<file path="config.mk">
export PLATFORM = sky130hd
export DESIGN_NAME = rxdet_sequencer
export DESIGN_NICKNAME = d
export VERILOG_FILES = /design/src/rtl/ltssm_rxdet_pkg.sv /design/src/rtl/rxdet_timer.sv /design/src/rtl/rxdet_sequencer.sv
export SDC_FILE = /design/constraint.sdc
export NUM_CORES = 1
export LEC_CHECK = 0
export CAP_MARGIN = 20
export CELL_PAD_IN_SITES_DETAIL_PLACEMENT = 2
export CELL_PAD_IN_SITES_GLOBAL_PLACEMENT = 2
export CORE_MARGIN = 1
export CORE_UTILIZATION = 40
export DETAILED_ROUTE_END_ITERATION = 8
export DONT_BUFFER_PORTS = 1
export GPL_ROUTABILITY_DRIVEN = 0
export PLACE_DENSITY_LB_ADDON = 0.12
export SKIP_LAST_GASP = 1
export SLEW_MARGIN = 20
export SYNTH_ARGS = -nofsm -noshare
export SYNTH_HDL_FRONTEND = slang
export SYNTH_HIERARCHICAL = 1
export SYNTH_SLANG_ARGS = --single-unit
</file>
<file path="constraint.sdc">
create_clock -name clk -period 3.9 [get_ports clk]
set_clock_uncertainty 0.2 [all_clocks]
set_input_delay 0.39 -clock clk [delete_from_list [all_inputs] [get_ports clk]]
set_output_delay 0.39 -clock clk [all_outputs]
set_load 0.05 [all_outputs]
</file>
<file path="src/rtl/ltssm_rxdet_pkg.sv">
// Shared types and default timing for the receiver-detect sequencer.
// The optional idle-break feature is enabled by defining RXDET_IDLE_BREAK_EN.
package ltssm_rxdet_pkg;

  // Sequencer states, 3-bit encoding.
  typedef enum logic [2:0] {
    ST_IDLE          = 3'd0,
    ST_QUIET         = 3'd1,
    ST_ACTIVE1       = 3'd2,
    ST_CONFIRM_QUIET = 3'd3,
    ST_ACTIVE2       = 3'd4,
    ST_REPORT        = 3'd5
  } rxdet_state_e;

  // Default timing in clock cycles.
  localparam int DEF_QUIET_CYCLES   = 100;
  localparam int DEF_ACTIVE_TIMEOUT = 1200;
  localparam int DEF_IDLE_BREAK_DLY = 500;
  localparam int DEF_CNT_W          = 11;

  // Width of the attempt counter (attempts 1..15).
  localparam int ATTEMPT_W = 4;

endpackage

</file>
<file path="src/rtl/rxdet_timer.sv">
// Loadable saturating down-counter; expire flag is high while the count is zero.
module rxdet_timer #(
  parameter int CNT_W = 11
) (
  input  logic             clk,
  input  logic             rst_n,
  input  logic             i_clr,
  input  logic             i_load,
  input  logic [CNT_W-1:0] i_load_val,
  output logic             o_expired
);

  logic [CNT_W-1:0] r_cnt;

  // Clear has priority over load; the count holds at zero instead of wrapping.
  always_ff @(posedge clk or negedge rst_n) begin
    if (!rst_n) begin
      r_cnt <= '0;
    end else if (i_clr) begin
      r_cnt <= '0;
    end else if (i_load) begin
      r_cnt <= i_load_val;
    end else if (r_cnt != '0) begin
      r_cnt <= r_cnt - 1'b1;
    end
  end

  assign o_expired = (r_cnt == '0);

endmodule

</file>
<file path="src/rtl/rxdet_sequencer.sv">
// Receiver-detect sequencer: Quiet -> Active probe, confirmation re-probe,
// bounded retries, detected-lane mask. Optional electrical-idle break
// scheduling is built when RXDET_IDLE_BREAK_EN is defined.
module rxdet_sequencer
  import ltssm_rxdet_pkg::*;
#(
  parameter int NUM_LANES      = 4,
  parameter int QUIET_CYCLES   = DEF_QUIET_CYCLES,
  parameter int ACTIVE_TIMEOUT = DEF_ACTIVE_TIMEOUT,
  parameter int MAX_ATTEMPTS   = 4,
  parameter int IDLE_BREAK_DLY = DEF_IDLE_BREAK_DLY,
  parameter int CNT_W          = DEF_CNT_W
) (
  input  logic                 clk,
  input  logic                 rst_n,
  input  logic                 i_start,
  input  logic                 i_abort,
  input  logic [NUM_LANES-1:0] i_lane_en,
  input  logic [NUM_LANES-1:0] i_det_ack,
  output logic [NUM_LANES-1:0] o_det_req,
  output logic [NUM_LANES-1:0] o_det_mask,
  output logic                 o_busy,
  output logic                 o_done,
  output logic                 o_fail,
  output logic [ATTEMPT_W-1:0] o_attempt,
  output logic [NUM_LANES-1:0] o_idle_break
);

  localparam logic [CNT_W-1:0]     L_QUIET_LD  = CNT_W'(QUIET_CYCLES - 1);
  localparam logic [CNT_W-1:0]     L_ACTIVE_LD = CNT_W'(ACTIVE_TIMEOUT - 1);
  localparam logic [ATTEMPT_W-1:0] L_MAX_ATT   = ATTEMPT_W'(MAX_ATTEMPTS);

  rxdet_state_e         r_state, w_state_next;
  logic [NUM_LANES-1:0] r_lane_en, w_lane_en_next;
  logic [NUM_LANES-1:0] r_det_req, w_det_req_next;
  logic [NUM_LANES-1:0] r_hit, w_hit_next;
  logic [NUM_LANES-1:0] r_hit1, w_hit1_next;
  logic [NUM_LANES-1:0] r_det_mask, w_det_mask_next;
  logic                 r_fail, w_fail_next;
  logic                 r_busy, w_busy_next;
  logic                 r_done, w_done_next;
  logic [ATTEMPT_W-1:0] r_attempt, w_attempt_next;

  logic [NUM_LANES-1:0] w_hit_now;
  logic                 w_probe_end;
  logic                 w_retry;
  logic                 w_start_acc;
  logic                 w_ib_arm;
  logic                 w_tmr_clr, w_tmr_load, w_tmr_exp;
  logic [CNT_W-1:0]     w_tmr_val;

  // Hits seen so far including this cycle; only lanes being probed count.
  assign w_hit_now   = r_hit | (i_det_ack & r_det_req);
  assign w_probe_end = (w_hit_now == r_lane_en) || w_tmr_exp;

  rxdet_timer #(.CNT_W(CNT_W)) u_state_timer (
    .clk        (clk),
    .rst_n      (rst_n),
    .i_clr      (w_tmr_clr),
    .i_load     (w_tmr_load),
    .i_load_val (w_tmr_val),
    .o_expired  (w_tmr_exp)
  );

  // Next-state and next-output logic; abort overrides everything at the end.
  always_comb begin
    w_state_next    = r_state;
    w_lane_en_next  = r_lane_en;
    w_det_req_next  = r_det_req;
    w_hit_next      = r_hit;
    w_hit1_next     = r_hit1;
    w_det_mask_next = r_det_mask;
    w_fail_next     = r_fail;
    w_busy_next     = r_busy;
    w_done_next     = 1'b0;
    w_attempt_next  = r_attempt;
    w_retry         = 1'b0;
    w_start_acc     = 1'b0;
    w_ib_arm        = 1'b0;
    w_tmr_clr       = 1'b0;
    w_tmr_load      = 1'b0;
    w_tmr_val       = '0;

    case (r_state)
      ST_IDLE: begin
        if (i_start) begin
          w_start_acc     = 1'b1;
          w_lane_en_next  = i_lane_en;
          w_det_mask_next = '0;
          w_fail_next     = 1'b0;
          w_attempt_next  = ATTEMPT_W'(1);
          w_busy_next     = 1'b1;
          w_hit_next      = '0;
          if (i_lane_en == '0) begin
            // Nothing to probe: report failure straight away.
            w_state_next = ST_REPORT;
            w_fail_next  = 1'b1;
            w_done_next  = 1'b1;
            w_tmr_clr    = 1'b1;
          end else begin
            w_state_next = ST_QUIET;
            w_tmr_load   = 1'b1;
            w_tmr_val    = L_QUIET_LD;
          end
        end
      end
      ST_QUIET: begin
        if (w_tmr_exp) begin
          w_state_next   = ST_ACTIVE1;
          w_det_req_next = r_lane_en;
          w_hit_next     = '0;
          w_tmr_load     = 1'b1;
          w_tmr_val      = L_ACTIVE_LD;
        end
      end
      ST_ACTIVE1: begin
        w_hit_next = w_hit_now;
        if (w_probe_end) begin
          w_det_req_next = '0;
          if (w_hit_now == r_lane_en) begin
            w_state_next    = ST_REPORT;
            w_det_mask_next = w_hit_now;
            w_done_next     = 1'b1;
            w_ib_arm        = 1'b1;
            w_tmr_clr       = 1'b1;
          end else if (w_hit_now == '0) begin
            w_retry = 1'b1;
          end else begin
            // Partial link: remember it and confirm with a second probe.
            w_state_next = ST_CONFIRM_QUIET;
            w_hit1_next  = w_hit_now;
            w_tmr_load   = 1'b1;
            w_tmr_val    = L_QUIET_LD;
          end
        end
      end
      ST_CONFIRM_QUIET: begin
        if (w_tmr_exp) begin
          w_state_next   = ST_ACTIVE2;
          w_det_req_next = r_lane_en;
          w_hit_next     = '0;
          w_tmr_load     = 1'b1;
          w_tmr_val      = L_ACTIVE_LD;
        end
      end
      ST_ACTIVE2: begin
        w_hit_next = w_hit_now;
        if (w_probe_end) begin
          w_det_req_next = '0;
          if (w_hit_now == r_hit1) begin
            w_state_next    = ST_REPORT;
            w_det_mask_next = r_hit1;
            w_done_next     = 1'b1;
            w_ib_arm        = 1'b1;
            w_tmr_clr       = 1'b1;
          end else begin
            w_retry = 1'b1;
          end
        end
      end
      ST_REPORT: begin
        // Single completion cycle; a start here is deliberately dropped.
        w_state_next   = ST_IDLE;
        w_busy_next    = 1'b0;
        w_attempt_next = '0;
      end
      default: begin
        w_state_next = ST_IDLE;
      end
    endcase

    if (w_retry) begin
      if (r_attempt < L_MAX_ATT) begin
        w_state_next   = ST_QUIET;
        w_attempt_next = r_attempt + 1'b1;
        w_tmr_load     = 1'b1;
        w_tmr_val      = L_QUIET_LD;
      end else begin
        w_state_next    = ST_REPORT;
        w_fail_next     = 1'b1;
        w_det_mask_next = '0;
        w_done_next     = 1'b1;
        w_tmr_clr       = 1'b1;
      end
    end

    if (i_abort) begin
      w_state_next    = ST_IDLE;
      w_lane_en_next  = r_lane_en;
      w_det_req_next  = '0;
      w_det_mask_next = r_det_mask;
      w_fail_next     = r_fail;
      w_busy_next     = 1'b0;
      w_done_next     = 1'b0;
      w_attempt_next  = '0;
      w_start_acc     = 1'b0;
      w_ib_arm        = 1'b0;
      w_tmr_clr       = 1'b1;
      w_tmr_load      = 1'b0;
    end
  end

  // State and output registers.
  always_ff @(posedge clk or negedge rst_n) begin
    if (!rst_n) begin
      r_state    <= ST_IDLE;
      r_lane_en  <= '0;
      r_det_req  <= '0;
      r_hit      <= '0;
      r_hit1     <= '0;
      r_det_mask <= '0;
      r_fail     <= 1'b0;
      r_busy     <= 1'b0;
      r_done     <= 1'b0;
      r_attempt  <= '0;
    end else begin
      r_state    <= w_state_next;
      r_lane_en  <= w_lane_en_next;
      r_det_req  <= w_det_req_next;
      r_hit      <= w_hit_next;
      r_hit1     <= w_hit1_next;
      r_det_mask <= w_det_mask_next;
      r_fail     <= w_fail_next;
      r_busy     <= w_busy_next;
      r_done     <= w_done_next;
      r_attempt  <= w_attempt_next;
    end
  end

  assign o_det_req  = r_det_req;
  assign o_det_mask = r_det_mask;
  assign o_busy     = r_busy;
  assign o_done     = r_done;
  assign o_fail     = r_fail;
  assign o_attempt  = r_attempt;

`ifdef RXDET_IDLE_BREAK_EN
  localparam logic [CNT_W-1:0] L_IB_LD = CNT_W'(IDLE_BREAK_DLY - 1);

  logic                 r_ib_armed;
  logic [NUM_LANES-1:0] r_idle_break;
  logic                 w_ib_exp;
  logic                 w_ib_clr;

  assign w_ib_clr = w_start_acc | i_abort;

  rxdet_timer #(.CNT_W(CNT_W)) u_ib_timer (
    .clk        (clk),
    .rst_n      (rst_n),
    .i_clr      (w_ib_clr),
    .i_load     (w_ib_arm),
    .i_load_val (L_IB_LD),
    .o_expired  (w_ib_exp)
  );

  // Arm on successful done; drive the mask onto idle_break once the delay elapses.
  always_ff @(posedge clk or negedge rst_n) begin
    if (!rst_n) begin
      r_ib_armed   <= 1'b0;
      r_idle_break <= '0;
    end else if (w_ib_clr) begin
      r_ib_armed   <= 1'b0;
      r_idle_break <= '0;
    end else if (w_ib_arm) begin
      r_ib_armed   <= 1'b1;
    end else if (r_ib_armed && w_ib_exp) begin
      r_ib_armed   <= 1'b0;
      r_idle_break <= r_det_mask;
    end
  end

  assign o_idle_break = r_idle_break;
`else
  logic w_unused_ib;
  assign w_unused_ib  = w_ib_arm ^ w_start_acc ^ (IDLE_BREAK_DLY == 0);
  assign o_idle_break = '0;
`endif

endmodule

</file>
==> results of run 1 <==
## power by group
group | switching [mW] | internal (mW) | leakage (nW)
Clock | 0.159 | 0.208 | 0.0574
Combinational | 0.541 | 0.337 | 0.596
Sequential | 0.152 | 0.502 | 0.551
Total | 0.851 | 1.05 | 1.20
## flip-flops by register name (all words and copies together) (netlist names)
name and flops:
o_done 1, o_fail 1, o_det_mask 4, o_busy 1, r_lane_en 4, o_det_req 4, u_state_timer/r_cnt 11, r_hit1 4
r_hit 4, r_state 3, o_attempt 4
## synth_stat cells (all sizes together) (5+ instances only)
library cell,number
dfrtp,41
nand2,27
a21oi,20
nor2,18
o21ai,15
xnor2,15
nor3,13
nand3,10
a31oi,7
clkbuf,7
inv,7
nand2b,7
buf,6
nand4,6
nor4,6
and2,5
nor2b,5
o31ai,5
or4,5
xor2,5
## logic make-up after synthesis
kind of cell               after synthesis  synth area share, %
xor gates and xnor gates                20                 6.92
muxes                                    5                 2.08
adders and majority gates                3                 1.33
AOI/OAI and AO/OA                       75                 22.8
and+or+nand+nor                        113                 24.4
DFF                                     41                 38.8
buffers and inverters                   20                 3.51
other                                    1                0.142
## layout make-up
class | count | area, um2
Fill cell | 712 | 3440
Multi-Input combinational cell | 223 | 1550
Sequential cell | 41 | 1030
Tap cell | 77 | 96.3
Timing Repair Buffer | 10 | 92.6
Clock buffer | 6 | 82.6
Clock inverter | 2 | 37.5
Inverter | 7 | 26.3
## critical path, cell delays in order (launching register included)
cell,delay (ns)
dfrtp_1,0.45
or4_4,0.58
nor3_4,0.48
inv_1,0.14
nor2_1,0.24
nand4_1,0.38
a41oi_2,0.33
buf_4,0.28
nor3_1,0.10
a221o_1,0.35
## placed cells by master, fill, tap and decap left out, types with 2 or more instances in the layout
cell type / instances
nand2_1: 27
dfrtp_1: 41
o311a_1: 2
nor2_1: 18
buf_4: 7
xor2_1: 5
a221o_1: 3
dlygate4sd3_1: 2
a21oi_4: 4
o311ai_1: 2
o21ai_0: 13
o211a_1: 4
nor4_1: 4
nand3_1: 10
nor3_4: 2
a21oi_1: 15
inv_1: 6
a31oi_1: 7
mux2_2: 4
nor3_1: 11
conb_1: 7
a211oi_1: 2
xnor2_1: 14
or4_1: 3
clkbuf_8: 6
or2_2: 3
nand2b_1: 7
or4_4: 2
nor2b_1: 5
nand4b_1: 4
and3_1: 2
ha_1: 2
nor4_4: 2
nand4_1: 6
and2_1: 4
o31ai_1: 4
## routing by layer
| layer | global-route usage, % | part of all wire, % | vias to the layer above |
|---|---|---|---|
| li1 | - | - | 1039 |
| met1 | 31.2 | 44 | 1151 |
| met2 | 44.0 | 51 | 35 |
| met3 | 4.37 | 2.7 | 15 |
| met4 | 7.05 | 1.9 | 0 |
| met5 | 0 | 0 | - |
## stage by stage
stage	setup WS (ns)	hold WS, ns	util [%]	area, um2	std cells
after floorplan	0.680	-0.106	-	2660	284
after global placement	0.541	-0.105	43.4	2750	355
after detailed placement	0.345	-0.105	43.4	2750	355
after CTS	0.302	0.0220	45.9	2910	366
after global routing	0.0851	0.0221	45.9	2910	366
final	0.252	0.0300	45.9	2910	366
## how the worst max path moves through the flow
stage                                        from                                 end  slack [ns]  cells past startpoint
6_report       u_state_timer/r_cnt[3]$_DFFE_PN0P_  u_state_timer/r_cnt[1]$_DFFE_PN0P_        0.25                      9
5_1_grt        u_state_timer/r_cnt[4]$_DFFE_PN0P_  u_state_timer/r_cnt[1]$_DFFE_PN0P_        0.09                      9
4_1_cts        u_state_timer/r_cnt[4]$_DFFE_PN0P_  u_state_timer/r_cnt[1]$_DFFE_PN0P_        0.30                      9
3_5_place_dp   u_state_timer/r_cnt[4]$_DFFE_PN0P_  u_state_timer/r_cnt[1]$_DFFE_PN0P_        0.34                      9
3_3_place_gp   u_state_timer/r_cnt[4]$_DFFE_PN0P_  u_state_timer/r_cnt[1]$_DFFE_PN0P_        0.54                      9
2_1_floorplan  u_state_timer/r_cnt[4]$_DFFE_PN0P_  u_state_timer/r_cnt[6]$_DFFE_PN0P_        0.68                      9
==> out/metrics.cfg, run 1 <==
[yosys]
ys_warn_count=6
synth.distinct_cells=62
ys_seq_area_share_pct=38.8
synth_top_cell_area_share_pct=38.8
synth_top_flop_cell=dfrtp_1
synth_area_um2=2640
synth_area_leaders=dfrtp_1 39%, xnor2_1 4.6%, nand2_1 3.8%
async_flop_share_pct=100
yosys.area.top_type=dfrtp_1
synth_cells=278
synth_edf_count=0
synth.ff_latch_count=41
avgSynthCellArea_um2=9.50

[sta]
hold_viol=0
worst_slew_pin_slew_ns=0.918
grt_setup_unrepaired=no
tns_ns=0
finalWorstPathRequiredPeriod_ns=3.65
fmax_ghz=0.274
max_slew_margin_pct=38.2
final_max_slew_viol_count=0
fin_crit_sh_pct=93.5
setup_violations=0

[hold_path]
holdPathEnd=r_lane_en[1]$_DFFE_PN0P_
hp-class=input port to flop
hold_depth=1
min_from=i_lane_en[1]

[detailed_routing]
drt_pre_antenna_iters=4
ant_nets=0
wire_per_inst_um=21.8
drt-total-wl_um=7990
drc=0
vias=2240
vias_per_cell=6.12
drt-initial-drc-count=80

[critical_path]
regToRegSetupSlack_ns=0.25
r2r-start=u_state_timer/r_cnt[3]$_DFFE_PN0P_
arrival_ns=3.63
crit_type=flop to flop
end_kind=flop
cp_max_fo=23
r2r-end=u_state_timer/r_cnt[1]$_DFFE_PN0P_
rr_worst_depth=9
critPathLaunchType=flop
cp.required_ns=3.88

[grt]
antenna_found_initial=0
globalRouteOverflowTotal=0
grt_max_degree=42
grt.total_usage_pct=25.0
grt_pass1_vias=2517
grt_pass1_wl_um=13600

[clock_tree]
cts_root_buffer=clkbuf_8
numCtsBuffers=5
cts_hold_buf=3
post-cts-setup-buffer-count=0
cts_tree=yes
insertion_delay_ns=0.31
h-tree-depth=2
cts_buffer_depth=2
cts_sinks=41
clkTransAtPathRegs_ns=0.09
post_cts_resized=0

[floorplanning]
io_pins=31
initial_core_util_pct=41.6
die_y_um=83.3
core_um2=6350
die_w_um=83.3
die_area_um2=6930
row_count=29

[pwr]
finalPower_mw=1.90
peakVddDrop_v=0.000299
power_density_nw_per_um2=652
leakage_nw=1.20

[job]
drv_cap=0

[finish]
area_delta_synth_final_pct=10.3
layout-drive-gt1-share_pct=14.5
num_antenna_cells=0
nNetsFinal=302

[placed_design]
dp_hpwl_um=5920
port_buffers=0

[outcome]
outcome=finished clean

No activity file was read; power rests on OpenSTA's default activity.
==> inputs of run 2 (changes only) <==
--- a/config.mk
+++ b/config.mk
@@ -6,7 +6,7 @@
 export NUM_CORES = 1
 export LEC_CHECK = 0
 export CAP_MARGIN = 20
-export CELL_PAD_IN_SITES_DETAIL_PLACEMENT = 2
+export CELL_PAD_IN_SITES_DETAIL_PLACEMENT = 0
 export CELL_PAD_IN_SITES_GLOBAL_PLACEMENT = 2
 export CORE_MARGIN = 1
 export CORE_UTILIZATION = 40
==> out/metrics.cfg, run 2 (synthesized netlist as in run 1, its figures left out) <==
[clock_tree]
h-tree-depth=2  ; unchanged
cts_sinks=41  ; unchanged
numCtsBuffers=5  ; unchanged
post_cts_resized=0  ; unchanged
post-cts-setup-buffer-count=0  ; unchanged
cts_root_buffer=clkbuf_8
cts_hold_buf=3  ; unchanged
cts_tree=yes
insertion_delay_ns=0.30  ; about the same
cts_buffer_depth=2  ; unchanged
clkTransAtPathRegs_ns=0.09  ; about the same

[sta]
hold_viol=0  ; unchanged
grt_setup_unrepaired=no
fin_crit_sh_pct=89.7  ; -3.8 points
final_max_slew_viol_count=0  ; unchanged
timing.final.ws_setup_ns=0.401  ; +0.150 ns
worst_slew_pin_slew_ns=0.857  ; -0.0612 ns
finalWorstPathRequiredPeriod_ns=3.50  ; -0.150 ns
max_slew_margin_pct=42.3  ; +4.1 points
tns_ns=0  ; unchanged
setup_violations=0  ; unchanged
fmax_ghz=0.286  ; +4.3%

[finish]
top_register=u_state_timer/r_cnt
final_common_cell=dfrtp_1
nFillCells=628  ; -12%
fin_util_pct=45.3  ; -0.59 points
largest_reg_flops=11  ; unchanged
final_cell_mix=41 x dfrtp_1, 27 x nand2_1, 18 x nor2_1
final-instance-count-excl-fill=366  ; unchanged
layout-drive-gt1-share_pct=14.2  ; -0.35 points
area_delta_synth_final_pct=8.91
num_antenna_cells=0  ; unchanged
nNetsFinal=302  ; unchanged

[placed_design]
dp_hpwl_um=4950  ; -16%
port_buffers=0  ; unchanged
placed_cells=355  ; unchanged
pre_cts_ws_ns=0.446  ; +0.101 ns

[pwr]
power_density_nw_per_um2=613  ; -5.9%
peakVddDrop_v=0.000330  ; +11%
leakage_nw=1.19  ; -1.0%
finalPower_mw=1.76  ; -7.1%

[grt]
grt_pass1_wl_um=11600  ; -15%
antenna_found_initial=0  ; unchanged
grt_pass1_vias=2154  ; -14%
globalRouteOverflowTotal=0  ; unchanged
grtUsageMet1_pct=28.4  ; -2.8 points
top_usage_layer=met2
gr-usage-met3_pct=4.67  ; +0.30 points
grtUsageMet2_pct=34.6  ; -9.4 points
grt.total_usage_pct=21.2  ; -3.8 points
grt_max_degree=42  ; unchanged

[detailed_routing]
vias_per_cell=5.79  ; -5.4%
vias=2120  ; -5.4%
ant_nets=0  ; unchanged
wire_per_inst_um=18.5  ; -15%
drt-initial-drc-count=96  ; +20%
drt-total-wl_um=6780  ; -15%
drt_pre_antenna_iters=4  ; unchanged
drc=0  ; unchanged

[floorplanning]
io_pins=31  ; unchanged
initial_core_util_pct=41.6  ; unchanged
die_area_um2=6930  ; unchanged
die_y_um=83.3  ; unchanged
core_um2=6350  ; unchanged
die_w_um=83.3  ; unchanged
row_count=29  ; unchanged

[outcome]
outcome=finished clean

[job]
drv_cap=0  ; unchanged

[critical_path]
crit_type=flop to flop
regToRegSetupSlack_ns=0.40  ; +0.15 ns
end_kind=flop
critPathLaunchType=flop
cp_max_fo=23  ; unchanged
cp.required_ns=3.89  ; about the same
arrival_ns=3.49  ; -0.14 ns

[hold_path]
hp-class=input port to flop

## run 2: cell types whose count changed in the layout (fill, tap and decap cells not counted)
cell	delta
bufinv_16	-1
clkbuf_8	-1
clkinv_2	+2
clkinvlp_4	-1
clkbuf_1	+1
## run 2: path summary, 6_finish.rpt
kind / start / end / depth (start not counted)
worst max-delay path: u_state_timer/r_cnt[4]$_DFFE_PN0P_ / u_state_timer/r_cnt[1]$_DFFE_PN0P_ / 9
worst min-delay path: i_lane_en[3] / r_lane_en[3]$_DFFE_PN0P_ / 1
worst max register to register: u_state_timer/r_cnt[4]$_DFFE_PN0P_ / u_state_timer/r_cnt[1]$_DFFE_PN0P_ / 9
worst min register to register: r_hit[3]$_DFFE_PN0P_ / r_hit[3]$_DFFE_PN0P_ / 2
max in group asynchronous: rst_n / r_lane_en[2]$_DFFE_PN0P_ / 2
min in group asynchronous: rst_n / r_hit[3]$_DFFE_PN0P_ / 2
## run 2: layout make-up
cell class | count | area (um2) | area share [%]
timing repair buffer | 10 | 92.6 | 3.22
tap | 77 | 96.3 | 3.35
inverter | 7 | 26.3 | 0.913
clock buffer | 6 | 72.6 | 2.52
sequential | 41 | 1030 | 35.7
clock inverter | 2 | 10.0 | 0.348
multi-input combinational | 223 | 1550 | 54.0
## run 2: critical path, stage by stage, from the launching register on
cell and delay [ns]:
dfrtp_1 0.43, or4_4 0.58, nor3_4 0.43, inv_1 0.11, nor2_1 0.22, nand4_1 0.39
a41oi_2 0.33, buf_4 0.27, nor3_1 0.08, a221o_1 0.34
## run 2: where the power goes
group / internal [mW] / switching [mW] / total, mW / leakage [nW]
combinational: 0.336 / 0.501 / 0.838 / 0.596
sequential: 0.502 / 0.145 / 0.647 / 0.551
clock: 0.124 / 0.155 / 0.279 / 0.0450
total: 0.963 / 0.801 / 1.76 / 1.19
## run 2: through the flow
stage	hold slack (ns)	cell area (um2)
after floorplan	-0.106	2660
after global placement	-0.105	2750
after detailed placement	-0.105	2750
after CTS	0.0298	2880
after global routing	0.0228	2880
final	0.0319	2880
## run 2: per-layer routing
metal,part of all wire (%),up-vias
met5,0,-
met4,0.93,0
met3,3.8,6
met2,47,37
met1,48,1034
li1,-,1043
==> inputs of run 3 (changes only) <==
--- a/config.mk
+++ b/config.mk
@@ -8,12 +8,11 @@
 export CAP_MARGIN = 20
 export CELL_PAD_IN_SITES_DETAIL_PLACEMENT = 0
 export CELL_PAD_IN_SITES_GLOBAL_PLACEMENT = 2
-export CORE_MARGIN = 1
 export CORE_UTILIZATION = 40
 export DETAILED_ROUTE_END_ITERATION = 8
 export DONT_BUFFER_PORTS = 1
 export GPL_ROUTABILITY_DRIVEN = 0
-export PLACE_DENSITY_LB_ADDON = 0.12
+export PLACE_DENSITY = 0.76
 export SKIP_LAST_GASP = 1
 export SLEW_MARGIN = 20
 export SYNTH_ARGS = -nofsm -noshare
==> out/metrics.cfg, run 3 (synthesized netlist as in run 1, its figures left out) <==
[grt]
globalRouteOverflowTotal=0  ; unchanged
top_usage_layer=met2
grtUsageMet2_pct=33.6  ; -0.97 points
grt.total_usage_pct=20.6  ; -0.60 points
grt_pass1_wl_um=11200  ; -3.4%
gr-usage-met3_pct=3.68  ; -0.99 points
grt_max_degree=42  ; unchanged
antenna_found_initial=0  ; unchanged
grt_pass1_vias=2131  ; -1.1%
grtUsageMet1_pct=27.7  ; -0.75 points

[critical_path]
cp_max_fo=13  ; -43%
r2r-start=u_state_timer/r_cnt[3]$_DFFE_PN0P_
regToRegSetupSlack_ns=0.43  ; +0.03 ns
arrival_ns=3.51  ; +0.02 ns
crit_type=flop to flop
rr_worst_depth=9  ; unchanged
end_kind=flop
critPathLaunchType=flop
path_cells=or4_4, nor3_4, a41oi_4, nor3_4, nand3_1, a41oi_2, buf_4, nor2b_1, a221o_1
r2r-end=u_state_timer/r_cnt[0]$_DFFE_PN0P_
cp_slowest_cell=or4_4
cp.required_ns=3.94  ; +0.05 ns
critPathBufInv=1  ; -1
crit_family=simple AND/OR/NAND/NOR gates
cp_common_cell=nor3_4
critical-path-max-stage-delay_ns=0.58  ; about the same

[pwr]
power_density_nw_per_um2=632  ; +3.0%
peakVddDrop_v=0.000256  ; -22%
leakage_nw=1.23  ; +3.1%

[sta]
worst_slew_pin_slew_ns=0.900  ; +0.0431 ns
grt_setup_unrepaired=no
final_max_slew_viol_count=0  ; unchanged
max_slew_margin_pct=39.4  ; -2.9 points
timing.final.ws_setup_ns=0.432  ; +0.0305 ns
hold_viol=0  ; unchanged
finalWorstPathRequiredPeriod_ns=3.47  ; -0.0305 ns
tns_ns=0  ; unchanged
setup_violations=0  ; unchanged
fin_crit_sh_pct=88.9  ; -0.78 points
fmax_ghz=0.288  ; +0.88%

[clock_tree]
cts_root_buffer=clkbuf_8
post-cts-setup-buffer-count=0  ; unchanged
post_cts_resized=0  ; unchanged
clkTransAtPathRegs_ns=0.08  ; about the same
insertion_delay_ns=0.30  ; about the same
numCtsBuffers=5  ; unchanged
cts_buffer_depth=2  ; unchanged
cts_sinks=41  ; unchanged
cts_tree=yes
h-tree-depth=2  ; unchanged
cts_hold_buf=3  ; unchanged

[finish]
fin_util_pct=46.5  ; +1.2 points
area_delta_synth_final_pct=11.7
final_common_cell=dfrtp_1
largest_reg_flops=11  ; unchanged
nNetsFinal=307  ; +1.7%
nFillCells=622  ; -0.96%
top_register=u_state_timer/r_cnt
layout-drive-gt1-share_pct=16.0  ; +1.8 points
final_cell_mix=41 x dfrtp_1, 27 x nand2_1, 18 x nor2_1
num_antenna_cells=0  ; unchanged

[hold_path]
hp-class=input port to flop
holdPathEnd=r_lane_en[2]$_DFFE_PN0P_
min_from=i_lane_en[2]
hold_depth=1  ; unchanged

[detailed_routing]
vias=2141  ; +0.99%
drt-total-wl_um=6680  ; -1.4%
drt_pre_antenna_iters=4  ; unchanged
wire_per_inst_um=18.0  ; -2.7%
drt-initial-drc-count=155  ; +61%
ant_nets=0  ; unchanged
drc=0  ; unchanged
vias_per_cell=5.77  ; -0.37%

[floorplanning]
io_pins=31  ; unchanged
core_um2=6350  ; unchanged
row_count=29  ; unchanged
die_y_um=83.3  ; unchanged
initial_core_util_pct=41.6  ; unchanged
die_w_um=83.3  ; unchanged
die_area_um2=6930  ; unchanged

[job]
drv_cap=0  ; unchanged

[outcome]
outcome=finished clean

[placed_design]
dp_hpwl_um=4940  ; -0.25%
pre_cts_ws_ns=0.447  ; +0.000751 ns
port_buffers=0  ; unchanged

## run 3: changes by cell type in the layout (fill, tap and decap cells not counted)
cell / before / now
clkbuf_1: 1 / 0
clkbuf_8: 5 / 6
bufinv_16: 0 / 1
clkinv_2: 2 / 0
buf_4: 7 / 12
clkinvlp_4: 0 / 1
## run 3: how the worst max path moves through the flow
stage	startpoint	end	depth (start not counted)
4_1_cts	u_state_timer/r_cnt[3]$_DFFE_PN0P_	u_state_timer/r_cnt[0]$_DFFE_PN0P_	9
5_1_grt	u_state_timer/r_cnt[3]$_DFFE_PN0P_	u_state_timer/r_cnt[6]$_DFFE_PN0P_	10
3_5_place_dp	u_state_timer/r_cnt[3]$_DFFE_PN0P_	u_state_timer/r_cnt[0]$_DFFE_PN0P_	9
2_1_floorplan	u_state_timer/r_cnt[4]$_DFFE_PN0P_	u_state_timer/r_cnt[6]$_DFFE_PN0P_	9
3_3_place_gp	u_state_timer/r_cnt[3]$_DFFE_PN0P_	u_state_timer/r_cnt[0]$_DFFE_PN0P_	9
6_report	u_state_timer/r_cnt[3]$_DFFE_PN0P_	u_state_timer/r_cnt[0]$_DFFE_PN0P_	9
## run 3: per-stage QoR
step | hold WS (ns) | power (mW) | cell area, um2 | std cells
global route | 0.0202 | 2.00 | 2950 | 371
finish | 0.0394 | 1.86 | 2950 | 371
global placement | -0.105 | 1.49 | 2790 | 360
floorplan | -0.106 | 1.30 | 2660 | 284
detailed placement | -0.105 | 1.48 | 2790 | 360
CTS | 0.0331 | 1.87 | 2950 | 371
## run 3: power by group
part	switching, mW	internal [mW]
registers	0.142	0.503
logic	0.507	0.344
clock network	0.162	0.208
## run 3: metal layers
layer | share of wire [%] | vias up
met5 | 0 | -
met1 | 46 | 1044
met4 | 1.4 | 0
met3 | 3.3 | 8
li1 | - | 1059
met2 | 50 | 30
## run 3: worst reg2reg max path: stages, from the launching register on
cell and delay, ns:
dfrtp_1 0.46, or4_4 0.58, nor3_4 0.45, a41oi_4 0.14
nor3_4 0.24, nand3_1 0.16, a41oi_2 0.56, buf_4 0.29
nor2b_1 0.19, a221o_1 0.17
## run 3: area by class of cell
type,count,area [um2],area share (%)
timing repair buffer,15,130,4.41
tap,77,96.3,3.26
clock inverter,2,37.5,1.27
clock buffer,6,82.6,2.80
inverter,7,26.3,0.890
multi-input combinational,223,1550,52.6
sequential,41,1030,34.8
